--- src/rtl/snake_pkg.sv ---
`default_nettype none
// +----------------------------------------------------------------------+
// | Module      : snake_pkg                                              |
// | Description : Shared direction and controller state encodings for    |
// |               the snake game controller and engine.                  |
// | Revision    : 1.0 - initial release                                  |
// +----------------------------------------------------------------------+
package snake_pkg;

  // Committed / queued direction encoding
  localparam logic [2:0] C_DIR_NONE  = 3'd0;
  localparam logic [2:0] C_DIR_UP    = 3'd1;
  localparam logic [2:0] C_DIR_DOWN  = 3'd2;
  localparam logic [2:0] C_DIR_LEFT  = 3'd3;
  localparam logic [2:0] C_DIR_RIGHT = 3'd4;

  // Controller FSM encoding, exported on the state port
  typedef enum logic [2:0] {
    ST_IDLE  = 3'd0,
    ST_RUN   = 3'd1,
    ST_STEP  = 3'd2,
    ST_PAUSE = 3'd3,
    ST_OVER  = 3'd4
  } state_e;

  // Reverse of a direction; NONE has no opposite
  function automatic logic [2:0] dir_opposite(input logic [2:0] d);
    logic [2:0] o;
    case (d)
      C_DIR_UP:    o = C_DIR_DOWN;
      C_DIR_DOWN:  o = C_DIR_UP;
      C_DIR_LEFT:  o = C_DIR_RIGHT;
      C_DIR_RIGHT: o = C_DIR_LEFT;
      default:     o = C_DIR_NONE;
    endcase
    return o;
  endfunction

  // Step period in speed units, evaluated signed so a high score
  // cannot wrap below the floor
  function automatic int step_period(input int base, input int step,
                                     input int floor_p, input logic [3:0] score);
    int p;
    p = base - int'({28'd0, score}) * step;
    if (p < floor_p) p = floor_p;
    return p;
  endfunction

endpackage
`default_nettype wire

--- src/rtl/snake_dir_queue.sv ---
`default_nettype none
// +----------------------------------------------------------------------+
// | Module      : snake_dir_queue                                        |
// | Description : Two-entry direction FIFO with press filtering against  |
// |               the tail entry (or committed direction when empty).    |
// | Revision    : 1.0 - initial release                                  |
// +----------------------------------------------------------------------+
module snake_dir_queue
  import snake_pkg::*;
(
  input  logic       clk,
  input  logic       rst,
  input  logic       flush,
  input  logic       accept,
  input  logic       ev_up,
  input  logic       ev_down,
  input  logic       ev_left,
  input  logic       ev_right,
  input  logic [2:0] cur_dir,
  input  logic       pop,
  output logic [2:0] head,
  output logic       valid
);

  logic [2:0] slot0_q, slot0_d;
  logic [2:0] slot1_q, slot1_d;
  logic [1:0] count_q, count_d;
  logic [2:0] cand;
  logic [2:0] ref_dir;
  logic       reject;
  logic       do_pop;
  logic       do_push;

  assign head  = slot0_q;
  assign valid = (count_q != 2'd0);

  // Candidate selection, filtering and FIFO next-state
  always_comb begin
    cand = C_DIR_NONE;
    if      (ev_up)    cand = C_DIR_UP;
    else if (ev_down)  cand = C_DIR_DOWN;
    else if (ev_left)  cand = C_DIR_LEFT;
    else if (ev_right) cand = C_DIR_RIGHT;

    case (count_q)
      2'd0:    ref_dir = cur_dir;
      2'd1:    ref_dir = slot0_q;
      default: ref_dir = slot1_q;
    endcase

    reject = (cand == C_DIR_NONE) || (cand == ref_dir) ||
             ((ref_dir != C_DIR_NONE) && (cand == dir_opposite(ref_dir)));

    do_pop  = pop && valid;
    // A pop in the same cycle frees the slot the push needs
    do_push = accept && !reject && ((count_q != 2'd2) || do_pop);

    slot0_d = slot0_q;
    slot1_d = slot1_q;
    count_d = count_q;
    case ({do_push, do_pop})
      2'b10: begin
        if (count_q == 2'd0) slot0_d = cand;
        else                 slot1_d = cand;
        count_d = count_q + 2'd1;
      end
      2'b01: begin
        slot0_d = slot1_q;
        count_d = count_q - 2'd1;
      end
      2'b11: begin
        if (count_q == 2'd1) begin
          slot0_d = cand;
        end else begin
          slot0_d = slot1_q;
          slot1_d = cand;
        end
      end
      default: ;
    endcase

    if (flush) count_d = 2'd0;
  end

  // FIFO storage
  always_ff @(posedge clk) begin
    if (!rst) begin
      slot0_q <= C_DIR_NONE;
      slot1_q <= C_DIR_NONE;
      count_q <= 2'd0;
    end else begin
      slot0_q <= slot0_d;
      slot1_q <= slot1_d;
      count_q <= count_d;
    end
  end

endmodule
`default_nettype wire

--- src/rtl/snake_game_ctrl.sv ---
`default_nettype none
// +----------------------------------------------------------------------+
// | Module      : snake_game_ctrl                                        |
// | Description : Snake game controller: button edge detection, step     |
// |               timing with score-based speed-up, engine handshake,    |
// |               pause and game-over handling.                          |
// | Revision    : 1.0 - initial release                                  |
// +----------------------------------------------------------------------+
module snake_game_ctrl
  import snake_pkg::*;
#(
  parameter int PRESCALE    = 50000,
  parameter int BASE_PERIOD = 16,
  parameter int SPEED_STEP  = 1,
  parameter int MIN_PERIOD  = 4
) (
  input  logic       clk,
  input  logic       rst,
  input  logic       up,
  input  logic       down,
  input  logic       left,
  input  logic       right,
  input  logic       start,
  input  logic [3:0] score,
  input  logic       step_ack,
  input  logic       dead,
  output logic       step_req,
  output logic [2:0] dir,
  output logic       clear_game,
  output logic [2:0] state,
  output logic       game_over
);

  localparam int PRE_W    = $clog2(PRESCALE);
  localparam int UNIT_MAX = (BASE_PERIOD > MIN_PERIOD) ? BASE_PERIOD : MIN_PERIOD;
  localparam int UNIT_W   = $clog2(UNIT_MAX + 1);
  localparam logic [PRE_W-1:0] C_PRE_LAST = PRE_W'(PRESCALE - 1);

  state_e            state_q, state_d;
  logic [PRE_W-1:0]  pre_q, pre_d;
  logic [UNIT_W-1:0] unit_q, unit_d;
  logic [2:0]        dir_q, dir_d;
  logic              pend_q, pend_d;
  logic              clear_q, clear_d;
  logic [4:0]        btn_q;

  logic [4:0]        btn_now;
  logic [4:0]        btn_ev;
  logic              start_ev;
  logic [UNIT_W-1:0] unit_inc;
  logic [UNIT_W-1:0] period_units;
  logic              q_pop;
  logic              q_flush;
  logic              q_accept;
  logic [2:0]        q_head;
  logic              q_valid;

  // Buttons are active-low: an event is released-last-cycle, pressed-now
  assign btn_now  = {start, up, down, left, right};
  assign btn_ev   = btn_q & ~btn_now;
  assign start_ev = btn_ev[4];

  assign unit_inc     = unit_q + UNIT_W'(1);
  assign period_units = UNIT_W'(step_period(BASE_PERIOD, SPEED_STEP, MIN_PERIOD, score));

  assign q_accept = (state_q == ST_RUN) || (state_q == ST_STEP) || (state_q == ST_PAUSE);

  assign step_req   = (state_q == ST_STEP);
  assign dir        = dir_q;
  assign clear_game = clear_q;
  assign state      = state_q;
  assign game_over  = (state_q == ST_OVER);

  snake_dir_queue u_queue (
    .clk      (clk),
    .rst      (rst),
    .flush    (q_flush),
    .accept   (q_accept),
    .ev_up    (btn_ev[3]),
    .ev_down  (btn_ev[2]),
    .ev_left  (btn_ev[1]),
    .ev_right (btn_ev[0]),
    .cur_dir  (dir_q),
    .pop      (q_pop),
    .head     (q_head),
    .valid    (q_valid)
  );

  // Next-state, step timer and direction commit
  always_comb begin
    state_d = state_q;
    pre_d   = pre_q;
    unit_d  = unit_q;
    dir_d   = dir_q;
    pend_d  = pend_q;
    clear_d = 1'b0;
    q_pop   = 1'b0;
    q_flush = 1'b0;

    case (state_q)
      ST_IDLE: begin
        q_flush = 1'b1;
        pre_d   = '0;
        unit_d  = '0;
        dir_d   = C_DIR_NONE;
        pend_d  = 1'b0;
        if (start_ev) state_d = ST_RUN;
      end
      ST_RUN: begin
        if (start_ev) begin
          state_d = ST_PAUSE;
        end else if (pre_q == C_PRE_LAST) begin
          pre_d = '0;
          // >= so a score jump that shrinks the period mid-count still steps
          if (unit_inc >= period_units) begin
            unit_d  = '0;
            state_d = ST_STEP;
            if (q_valid) begin
              q_pop = 1'b1;
              dir_d = q_head;
            end
          end else begin
            unit_d = unit_inc;
          end
        end else begin
          pre_d = pre_q + PRE_W'(1);
        end
      end
      ST_STEP: begin
        if (step_ack) begin
          pend_d = 1'b0;
          if (dead)                      state_d = ST_OVER;
          else if (pend_q || start_ev)   state_d = ST_PAUSE;
          else                           state_d = ST_RUN;
        end else if (start_ev) begin
          pend_d = 1'b1;
        end
      end
      ST_PAUSE: begin
        if (start_ev) state_d = ST_RUN;
      end
      ST_OVER: begin
        if (start_ev) begin
          state_d = ST_IDLE;
          clear_d = 1'b1;
        end
      end
      default: state_d = ST_IDLE;
    endcase
  end

  // Controller registers
  always_ff @(posedge clk) begin
    if (!rst) begin
      state_q <= ST_IDLE;
      pre_q   <= '0;
      unit_q  <= '0;
      dir_q   <= C_DIR_NONE;
      pend_q  <= 1'b0;
      clear_q <= 1'b0;
      btn_q   <= 5'b11111;
    end else begin
      state_q <= state_d;
      pre_q   <= pre_d;
      unit_q  <= unit_d;
      dir_q   <= dir_d;
      pend_q  <= pend_d;
      clear_q <= clear_d;
      btn_q   <= btn_now;
    end
  end

endmodule
`default_nettype wire

--- config.mk ---
export PLATFORM = sky130hd
export DESIGN_NAME = snake_game_ctrl
export DESIGN_NICKNAME = d
export VERILOG_FILES = /design/src/rtl/snake_pkg.sv /design/src/rtl/snake_dir_queue.sv /design/src/rtl/snake_game_ctrl.sv
export SDC_FILE = /design/constraint.sdc
export NUM_CORES = 1
export LEC_CHECK = 0
export BUFFER_PORTS_ARGS = -buffer_cell sky130_fd_sc_hd__buf_2
export CAP_MARGIN = 10
export CORE_UTILIZATION = 25
export CTS_CLUSTER_SIZE = 40
export DETAILED_ROUTE_END_ITERATION = 6
export GPL_TIMING_DRIVEN = 0
export MAX_ROUTING_LAYER = met4
export SYNTH_ARGS = -nofsm -noshare
export SYNTH_HDL_FRONTEND = slang
export SYNTH_HIERARCHICAL = 1
export SYNTH_SLANG_ARGS = --single-unit
--- constraint.sdc ---
create_clock -name clk -period 4.2 [get_ports clk]
set_input_delay 0.63 -clock clk [delete_from_list [all_inputs] [get_ports clk]]
set_output_delay 0.63 -clock clk [all_outputs]
set_load 0.03 [all_outputs]
==> results of run 1 <==
==> sequential cells by signal, indices dropped and copies added (netlist names) <==
signal           flops
btn_q                5
unit_q               5
u_queue/slot1_q      3
dir                  3
u_queue/head         3
u_queue/count_q      2
pre_q               16
pend_q               1
state                3
clear_game           1
==> kinds of logic (layout without fill, tap and decap cells) <==
kind of cell	after synthesis	count (layout)	synth area share
multiplexers	11	11	0.0423
XOR/XNOR	17	17	0.0547
buffers and inverters	24	53	0.0418
AO/OA/AOI/OAI	63	63	0.173
adder cells (fa/ha/maj)	11	11	0.0506
AND/OR/NAND/NOR	158	158	0.329
flip-flops	42	42	0.309
==> through the flow <==
stage,total power (W),std cells
final,0.00128,491
after global routing,0.00137,491
after CTS,0.00129,491
after detailed placement,0.00101,483
after global placement,0.000996,483
after floorplan,0.000879,326
==> synthesized netlist by cell type (3+ instances only) <==
| cell type | number |
|---|---|
| nand2b_1 | 8 |
| nand3b_1 | 3 |
| nand2_1 | 30 |
| a31oi_1 | 3 |
| a21oi_1 | 15 |
| or3b_1 | 3 |
| o21ai_0 | 8 |
| o211ai_1 | 4 |
| and3_1 | 6 |
| nor2_1 | 29 |
| nor3_1 | 13 |
| dfxtp_1 | 42 |
| nor2b_1 | 12 |
| buf_2 | 4 |
| clkbuf_1 | 4 |
| xnor2_1 | 4 |
| nor3b_1 | 3 |
| nand4_1 | 16 |
| a21o_1 | 4 |
| inv_1 | 13 |
| a22o_1 | 3 |
| or3_1 | 4 |
| mux2i_1 | 10 |
| xor2_1 | 13 |
| nand3_1 | 9 |
| ha_1 | 11 |
==> layer usage <==
layer / up-vias / GRT usage / part of all wire
li1: 1238 / - / -
met1: 1139 / 0.160 / 0.51
met2: 41 / 0.189 / 0.45
met3: 5 / 0.0184 / 0.030
met4: 0 / 0.0268 / 0.0074
met5: - / - / 0
==> tightest hold or removal path, stage by stage (launching register included) <==
cell,delay (ns)
dfxtp_1,0.33
nand2_1,0.06
a21oi_1,0.05
==> power groups by stage <==
stage          registers [W]  logic (W)  clock network, W
6_report            0.000462   0.000540          0.000278
5_1_grt             0.000467   0.000596          0.000306
4_1_cts             0.000462   0.000540          0.000289
3_5_place_dp        0.000471   0.000537                 0
3_3_place_gp        0.000469   0.000527                 0
2_1_floorplan       0.000481   0.000398                 0
==> layout by cell type, fill, tap and decap left out, types with 12 or more instances in the layout <==
cell type  netlist  final
inv_1           13     13
nor3_1          13     13
buf_2            4     25
nor2_1          29     29
a21oi_1         15     15
dfxtp_1         42     42
nand2_1         30     30
nand4_1         16     16
nor2b_1         12     12
xor2_1          13     13
==> area by class of cell <==
cell class | instances | area [sq um]
Buffer | 11 | 65.1
Clock buffer | 6 | 82.6
Clock inverter | 2 | 12.5
Fill cell | 1156 | 7370
Inverter | 13 | 48.8
Multi-Input combinational cell | 260 | 1770
Sequential cell | 42 | 841
Tap cell | 136 | 170
Timing Repair Buffer | 21 | 105
==> how the worst max path moves through the flow <==
stage | depth (start not counted) | end | startpoint
after CTS | 14 | u_queue/count_q[0] | score[0]
final | 14 | u_queue/count_q[0] | score[0]
after floorplan | 13 | u_queue/count_q[0] | score[0]
after global placement | 14 | u_queue/count_q[0] | score[0]
after global routing | 14 | u_queue/count_q[0] | score[0]
after detailed placement | 14 | u_queue/count_q[0] | score[0]
==> key figures, run 1 <==
Synth
  • Post-synth EDFFs: 0
  • Synth Instances: 326
  • Register bit total from synthesis: 42
  • Post-Syn Nets: 350
  • Netlist cell types: slightly below 70
  • Synth area leader: dfxtp_1
  • Synth warnings: 6
  • Sequential area share after synthesis: 0.309
  • Syn Area/Cell: 8.35 sq um
  • Main synth FF type: dfxtp_1
  • Synth top area cells: dfxtp_1 31%, ha_1 5.1%, xor2_1 4.2%
  • Ys async rst share: 0
  • Post-Syn Area: between 2000 and 3000 sq um
  • Top cell type's share of synthesized area: 0.309

Power
  • Sequential power share: 0.361
  • Clock network power share: 0.217
  • Maximum VDD drop: 0.225 mV
  • Switch share: 0.406
  • Net Sw Power: 0.000520 W
  • Pwr Density: 414 nW/um^2
  • Leakage power: 1.22 nW
  • Internal: approximately 0.00076 W
  • Combinational share of power: 0.422

Drt
  • Vias per std cell: about 4.9
  • Routed Antenna Nets: 0
  • DRC: 0
  • DR vias: 2423
  • DRT Pass-1 Iters: 4
  • DRT iter0 DRCs: 124
  • WL final: ~6400 microns
  • Routed wire per std cell: 13.0 microns

Worst setup path
  • Crit-path cells: buf_2 > inv_1 > ha_1 > or3b_2 > ha_1 > o21ai_0 > o21bai_1 > nand3_1 > nor3_1 > nor2b_1 > or2_2 > nor3_1 > nor3_1 > and3b_1
  • Crit path largest cell delay: around 0.48 ns
  • Reg-to-Reg End: u_queue/count_q[0]
  • Nature of the critical path startpoint: primary input
  • Arr. time, crit path: 3.90 ns
  • CP required: 4.40 ns
  • CP max stage cell: or3b_2
  • CP Max Fanout: 7
  • Worst path most repeated cell: nor3_1
  • Register-to-Register Path Depth: 13
  • R2r startpoint: unit_q[0]
  • Worst R2R Setup Slack: 0.79 ns
  • CP endpoint kind: register
  • Setup CP Type: in -> reg
  • Buf/Inv on CP: 2
  • Top delay family on crit path: simple AND/OR/NAND/NOR gates

Clocking
  • Post-cts resize count: 0
  • Postcts setup bufs: 0
  • CTS tree: done
  • Cts hold-fix bufs: 0
  • Clock Latency Late Sink: between 0.2 and 0.3 ns
  • CTS Sinks: 42
  • Num CTS Buffers: 5
  • Clock Path Buffers: 2
  • Total number of H-tree levels: 2
  • Root Buffer: clkbuf_8
  • Reg clk slew, reported paths: 0.08 ns

GRT
  • First-pass GRT wire length: 10800 microns
  • All-Layer GR Usage: 0.119
  • Initial antenna violation count: 0
  • Grt ovf: 0
  • Vias in the first global route: about 2300
  • Largest net degree at the start of global routing: 14

Timing
  • Slew Limit Fails: 0
  • Slew headroom: 0.636
  • Worst Setup Slack, final: around 0.5 ns
  • Period utilization: 0.880
  • Final Hold Vio Count: 0
  • Minimum clock period: between 3 and 4 ns
  • Setup TNS: 0 ns
  • Layout Skew: 0.00492 ns
  • Fmax: between 200 and 300 MHz
  • Unrepaired setup endpoints after global routing: no
  • Endpoints failing setup: 0
  • Worst slew pin tran: 0.546 ns
  • Fin Hold WS: 0.474 ns

Floorplanning
  • Area of the core: roughly 10000 sq um
  • I/O Pins: 22
  • # rows: 37
  • Die ar.: 11300 sq um
  • Die Wd: about 110 microns
  • Starting Density: 0.260
  • Die Ht: 106 microns

Placed design
  • IO buf count: 21
  • Placed Area: about 3000 sq um
  • HPWL after DPL: 4900 microns
  • RePlAce Congestion: 0.820
  • Dpl ws: 0.251 ns

Worst hold path
  • Worst hold path startpoint: unit_q[4]
  • Hold path endpoint: unit_q[4]
  • Hold crit path type: reg -> reg
  • Hold depth: 2

Final layout
  • Final nets: approximately 380
  • Final core utilization: 0.296
  • Layout cells sized above 1: 0.161
  • Finished Cell Area: slightly above 3000 sq um
  • # diodes: 0
  • Synthesis-to-finish area growth: 13.6%

Run status
  • Status: completed

Run
  • Max_cap viols: 0
Note: power is estimated with default switching activity, not from simulation.
==> run 2, diff against run 1 <==
CORE_UTILIZATION = 47   (was 25)
PLACE_DENSITY = 0.64   (was not set)
==> run 2 against run 1 <==
Effect of this change:
- routed wire length decreased by 6.0%
- via count fell by 0.17%
- sequential share of layout area grew 0.72 points
- final area down 2.6%
- clock skew increased by 0.0033 ns
- sequential power is essentially flat
- core utilization increased by 25 points
- combinational power is 1% lower
- die area shrank 46%
- register-to-register slack improved by 0.10 ns
- cell count shrank 13%
- fmax up 3.3%
==> key figures, run 2 (synthesis results as in run 1) <==
Run
  • Max_cap viols: 0 (unchanged)

Timing
  • Layout Skew: 0.00819 ns (+0.00326 ns)
  • Worst slew pin tran: 0.541 ns (-0.00522 ns)
  • Fmax: 279 MHz (+3.3%)
  • Final Hold Vio Count: 0 (unchanged)
  • Period utilization: 0.852 (-0.0281)
  • Setup TNS: 0 ns (unchanged)
  • Endpoints failing setup: 0 (unchanged)
  • Slew headroom: 0.640 (+0.00348)
  • Unrepaired setup endpoints after global routing: no
  • Minimum clock period: 3.58 ns (-0.118 ns)
  • Slew Limit Fails: 0 (unchanged)
  • Worst Setup Slack, final: 0.620 ns (+0.118 ns)

Clocking
  • Num CTS Buffers: 5 (unchanged)
  • Postcts setup bufs: 0 (unchanged)
  • Root Buffer: clkbuf_8
  • Clock Path Buffers: 2 (unchanged)
  • Cts hold-fix bufs: 0 (unchanged)
  • Total number of H-tree levels: 2 (unchanged)
  • Clock Latency Late Sink: 0.30 ns (about the same)
  • Reg clk slew, reported paths: 0.08 ns (about the same)
  • CTS Sinks: 42 (unchanged)
  • CTS tree: done
  • Post-cts resize count: 0 (unchanged)

Worst setup path
  • CP required: 4.38 ns (-0.02 ns)
  • Nature of the critical path startpoint: primary input
  • Worst R2R Setup Slack: 0.89 ns (+0.10 ns)
  • CP endpoint kind: register
  • Setup CP Type: in -> reg
  • Arr. time, crit path: 3.76 ns (-0.14 ns)
  • CP Max Fanout: 7 (unchanged)

GRT
  • Vias in the first global route: 2238 (-2.8%)
  • First-pass GRT wire length: 10200 microns (-5.4%)
  • Largest net degree at the start of global routing: 14 (unchanged)
  • Initial antenna violation count: 0 (unchanged)
  • All-Layer GR Usage: 0.215 (+0.0952)
  • Grt ovf: 0 (unchanged)

Worst hold path
  • Hold crit path type: reg -> reg

Drt
  • Routed Antenna Nets: 0 (unchanged)
  • DR vias: 2419 (-0.17%)
  • Vias per std cell: 5.67 (+15%)
  • DRT iter0 DRCs: 84 (-32%)
  • DRC: 0 (unchanged)
  • DRT Pass-1 Iters: 4 (unchanged)
  • Met1 wire length: 2960 microns (-8.5%)
  • WL final: 6000 microns (-6.0%)
  • Met3 routed WL: 214 microns (+11%)
  • Met2 routed WL: 2740 microns (-5.2%)
  • Routed wire per std cell: 14.0 microns (+8.1%)
  • Top layer reached by signal wires: met4

Power
  • Internal: 0.000761 W (about the same)
  • Clock network power share: 0.215 (-0.002)
  • Combinational share of power: 0.421 (about the same)
  • Sequential power share: 0.364 (+0.003)
  • Leakage power: 1.22 nW (unchanged)
  • Pwr Density: 421 nW/um^2 (+1.6%)
  • Switch share: 0.400 (-0.00644)
  • Net Sw Power: 0.000507 W (-2.6%)
  • Maximum VDD drop: 0.289 mV (+28%)

Floorplanning
  • I/O Pins: 22 (unchanged)
  • # rows: 27 (-27%)
  • Area of the core: 5540 sq um (-47%)
  • Die Ht: 78.1 microns (-27%)
  • Die Wd: 78.1 microns (-27%)
  • Starting Density: 0.491 (+0.231)
  • Die ar.: 6100 sq um (-46%)

Final layout
  • Synthesis-to-finish area growth: 10.7%
  • Biggest register: pre_q
  • Final nets: 378 (unchanged)
  • Commonest non-fill, non-tap cells in the layout: 42 x dfxtp_1, 30 x nand2_1, 29 x nor2_1
  • Final non-filler cell total: 427 (-13%)
  • Layout cells sized above 1: 0.161 (unchanged)
  • Largest regs: pre_q: 16 flops, btn_q: 5 flops, unit_q: 5 flops
  • Max reg flops: 16 (unchanged)
  • Commonest non-fill, non-tap cell in the layout: dfxtp_1
  • # diodes: 0 (unchanged)

Placed design
  • IO buf count: 21 (unchanged)
  • RePlAce Congestion: 0.827 (+0.88%)
  • Placed cells: 419 (-13%)
  • Dpl ws: 0.340 ns (+0.0894 ns)
  • HPWL after DPL: 4550 microns (-7.2%)

Run status
  • Status: completed
==> run 2: cell counts in the layout (fill, tap and decap cells not counted) <==
No cell type changed its count.
==> run 2: path summary, 6_finish.rpt <==
kind / end / cells past startpoint / start
max: u_queue/count_q[1] / 13 / score[0]
min: unit_q[4] / 2 / unit_q[4]
min reg2reg: unit_q[4] / 2 / unit_q[4]
max reg2reg: u_queue/count_q[1] / 12 / unit_q[0]
==> run 2: power groups by stage <==
| stage | registers, W | clock network, W | logic (W) |
|---|---|---|---|
| after floorplan | 0.000481 | 0 | 0.000398 |
| after global placement | 0.000470 | 0 | 0.000525 |
| after detailed placement | 0.000470 | 0 | 0.000530 |
| after CTS | 0.000461 | 0.000285 | 0.000532 |
| after global routing | 0.000466 | 0.000300 | 0.000591 |
| final | 0.000461 | 0.000272 | 0.000534 |
==> run 2: final cells by class <==
| class | count | area (sq um) |
|---|---|---|
| buffer | 11 | 65.1 |
| clock buffer | 6 | 82.6 |
| clock inverter | 2 | 12.5 |
| fill | 537 | 2530 |
| inverter | 13 | 48.8 |
| multi-input combinational | 260 | 1770 |
| sequential | 42 | 841 |
| tap | 72 | 90.1 |
| timing repair buffer | 21 | 105 |
==> run 2: worst max-delay path, stage by stage <==
cell and delay, ns:
buf_2 0.11, inv_1 0.07, ha_1 0.23, or3b_2 0.47
ha_1 0.27, o21ai_0 0.12, o21bai_1 0.43, nand3_1 0.12
nor3_1 0.37, nor2b_1 0.40, or2_2 0.19, nor3_1 0.06
o311a_1 0.29
==> run 2: per-layer routing <==
| layer | up-vias | global-route usage |
|---|---|---|
| li1 | 1233 | - |
| met4 | 0 | 0.0630 |
| met3 | 9 | 0.0349 |
| met5 | - | - |
| met1 | 1129 | 0.273 |
| met2 | 48 | 0.350 |
==> run 2: through the flow <==
| step | hold WS [ns] | area, sq um | util | power, W |
|---|---|---|---|---|
| 5_1_grt | 0.507 | 3010 | 0.544 | 0.00136 |
| 4_1_cts | 0.482 | 3010 | 0.544 | 0.00128 |
| 3_5_place_dp | 0.470 | 2920 | 0.527 | 0.00100 |
| 3_3_place_gp | 0.454 | 2920 | 0.527 | 0.000995 |
| 2_1_floorplan | 0.444 | 2720 | - | 0.000879 |
| 6_report | 0.474 | 3010 | 0.544 | 0.00127 |
==> run 3, diff against run 2 <==
==> constraint.sdc (replaced) <==
create_clock -name clk -period 4.2 [get_ports clk]
set_input_delay 1.26 -clock clk [delete_from_list [all_inputs] [get_ports clk]]
set_output_delay 1.26 -clock clk [all_outputs]
set_load 0.03 [all_outputs]
==> run 3 against run 2 <==
Effect of this change:
- sequential power about the same
- register-to-register slack improved by 0.18 ns
- count of clock-buffer cells in the layout unchanged
- via count is 0.25% lower
- first-iteration DRC count shrank 6.0%
- final area is 0.54% higher
- combinational power increased by 1%
- largest power group unchanged
==> key figures, run 3 (synthesis results as in run 1) <==
Run status
  • Status: completed

Floorplanning
  • Area of the core: 5540 sq um (unchanged)
  • I/O Pins: 22 (unchanged)
  • # rows: 27 (unchanged)
  • Die Ht: 78.1 microns (unchanged)
  • Die Wd: 78.1 microns (unchanged)
  • Die ar.: 6100 sq um (unchanged)
  • Starting Density: 0.491 (unchanged)

Clocking
  • Cts hold-fix bufs: 0 (unchanged)
  • Clock Latency Late Sink: 0.30 ns (about the same)
  • Clock Path Buffers: 2 (unchanged)
  • Num CTS Buffers: 5 (unchanged)
  • CTS tree: done
  • Root Buffer: clkbuf_8
  • Total number of H-tree levels: 2 (unchanged)
  • Reg clk slew, reported paths: 0.08 ns (about the same)
  • CTS Sinks: 42 (unchanged)

GRT
  • All-Layer GR Usage: 0.215 (unchanged)
  • Initial antenna violation count: 0 (unchanged)
  • Vias in the first global route: 2238 (unchanged)
  • Largest net degree at the start of global routing: 14 (unchanged)
  • Grt ovf: 0 (unchanged)
  • First-pass GRT wire length: 10200 microns (unchanged)

Worst setup path
  • CP endpoint kind: register
  • R2r startpoint: u_queue/count_q[1]
  • Crit-path cells: buf_2 > inv_1 > ha_1 > nand2b_1 > nand2_1 > a21bo_2 > ha_1 > a211o_1 > a31oi_1 > o21bai_2 > nand3_1 > nor3_2 > nor2b_2 > or2_2 > nor3_2 > o21ai_0 > and3b_1
  • CP Max Fanout: 7 (unchanged)
  • Reg-to-Reg End: u_queue/head[2]
  • CP max stage cell: or2_2
  • Crit path largest cell delay: 0.31 ns (-0.16 ns)
  • CP required: 4.39 ns (about the same)
  • Register-to-Register Path Depth: 11 (-1)
  • Setup CP Type: in -> reg
  • Arr. time, crit path: 4.17 ns (+0.41 ns)
  • Nature of the critical path startpoint: primary input
  • Worst R2R Setup Slack: 1.07 ns (+0.18 ns)

Power
  • Pwr Density: 421 nW/um^2 (+0.12%)
  • Maximum VDD drop: 0.290 mV (+0.30%)
  • Leakage power: 1.22 nW (+0.48%)

Final layout
  • Final nets: 378 (unchanged)
  • Biggest register: pre_q
  • Synthesis-to-finish area growth: 11.3%
  • Final non-filler cell total: 427 (unchanged)
  • # diodes: 0 (unchanged)
  • Filler cells: 534 (-0.56%)
  • Area taken by multi-input logic gates: 1780 sq um (+0.92%)
  • Commonest non-fill, non-tap cells in the layout: 42 x dfxtp_1, 30 x nand2_1, 29 x nor2_1
  • Register area: 841 sq um (unchanged)
  • Max reg flops: 16 (unchanged)
  • Largest regs: pre_q: 16 flops, btn_q: 5 flops, unit_q: 5 flops
  • Finished Cell Area: 3030 sq um (+0.54%)
  • Commonest non-fill, non-tap cell in the layout: dfxtp_1
  • Layout cells sized above 1: 0.172 (+0.0113)
  • Final core utilization: 0.547 (+0.00294)

Run
  • Max_cap viols: 0 (unchanged)

Timing
  • Worst slew pin tran: 0.535 ns (-0.00584 ns)
  • Fin Hold WS: 0.476 ns (+0.00193 ns)
  • Final Hold Vio Count: 0 (unchanged)
  • Layout Skew: 0.00822 ns (+0.0000273 ns)
  • Fmax: 251 MHz (-10%)
  • Minimum clock period: 3.98 ns (+0.400 ns)
  • Slew headroom: 0.643 (+0.00389)
  • Slew Limit Fails: 0 (unchanged)
  • Period utilization: 0.948 (+0.0951)
  • Unrepaired setup endpoints after global routing: no
  • Endpoints failing setup: 0 (unchanged)

Placed design
  • IO buf count: 21 (unchanged)
  • Placed cells: 419 (unchanged)
  • RePlAce Congestion: 0.827 (unchanged)
  • Placed Area: 2920 sq um (unchanged)
  • HPWL after DPL: 4550 microns (unchanged)

Worst hold path
  • Hold depth: 2 (unchanged)
  • Hold crit path type: reg -> reg
  • Worst hold path startpoint: unit_q[4]
  • Hold path endpoint: unit_q[4]

Drt
  • DRT iter0 DRCs: 79 (-6.0%)
  • Routed wire per std cell: 14.1 microns (+0.52%)
  • DRC: 0 (unchanged)
  • WL final: 6030 microns (+0.52%)
  • DR vias: 2413 (-0.25%)
  • Vias per std cell: 5.65 (-0.25%)
  • Routed Antenna Nets: 0 (unchanged)
  • DRT Pass-1 Iters: 4 (unchanged)
==> run 3: critical path, delay by kind of cell <==
| kind | cells | cell delay, ns |
|---|---|---|
| adders and majority gates | 2 | 0.40 |
| and+or+nand+nor | 8 | 1.29 |
| buffers and inverters | 2 | 0.18 |
| AOI/OAI and AO/OA | 5 | 1.05 |
==> run 3: stage by stage <==
stage | power [W] | setup TNS, ns | setup WS (ns)
2_1_floorplan | 0.000879 | 0 | 0.224
3_3_place_gp | 0.000995 | -0.806 | -0.233
3_5_place_dp | 0.00100 | -1.01 | -0.290
4_1_cts | 0.00128 | 0 | 0.0405
5_1_grt | 0.00136 | 0 | 0.00635
6_report | 0.00128 | 0 | 0.220
==> run 3: where the power goes <==
part	leakage [nW]	internal, W	switching, W
clock	0.0472	0.000132	0.000141
sequential	0.341	0.000431	0.0000307
combinational	0.834	0.000200	0.000341
total	1.22	0.000763	0.000513
==> run 3: per-layer routing <==
metal | share of wire | up-vias | global-route usage | routed length (microns)
li1 | - | 1232 | - | -
met2 | 0.46 | 40 | 0.350 | 2790
met4 | 0.010 | 0 | 0.0630 | 60
met5 | 0 | - | - | 0
met3 | 0.035 | 7 | 0.0349 | 209
met1 | 0.49 | 1134 | 0.273 | 2970
==> run 3: how the worst max path moves through the flow <==
| stage | startpoint | cells past startpoint | endpoint |
|---|---|---|---|
| 2_1_floorplan | score[0] | 13 | u_queue/count_q[0] |
| 3_3_place_gp | score[0] | 14 | u_queue/count_q[0] |
| 3_5_place_dp | score[0] | 14 | u_queue/count_q[0] |
| 4_1_cts | score[0] | 13 | u_queue/count_q[1] |
| 5_1_grt | score[0] | 17 | u_queue/count_q[0] |
| 6_report | score[0] | 17 | u_queue/count_q[0] |
==> run 3: layout make-up <==
class | instances | area share
Clock buffer | 6 | 0.0273
Inverter | 13 | 0.0161
Sequential cell | 42 | 0.278
Buffer | 11 | 0.0215
Clock inverter | 2 | 0.00413
Timing Repair Buffer | 21 | 0.0347
Multi-Input combinational cell | 260 | 0.589
Tap cell | 72 | 0.0297
==> run 3: timing repair <==
action | CTS | global route
setup buffers | 0 | 0
endpoints found under the setup margin | 0 | 7
gates resized for setup | 0 | 4
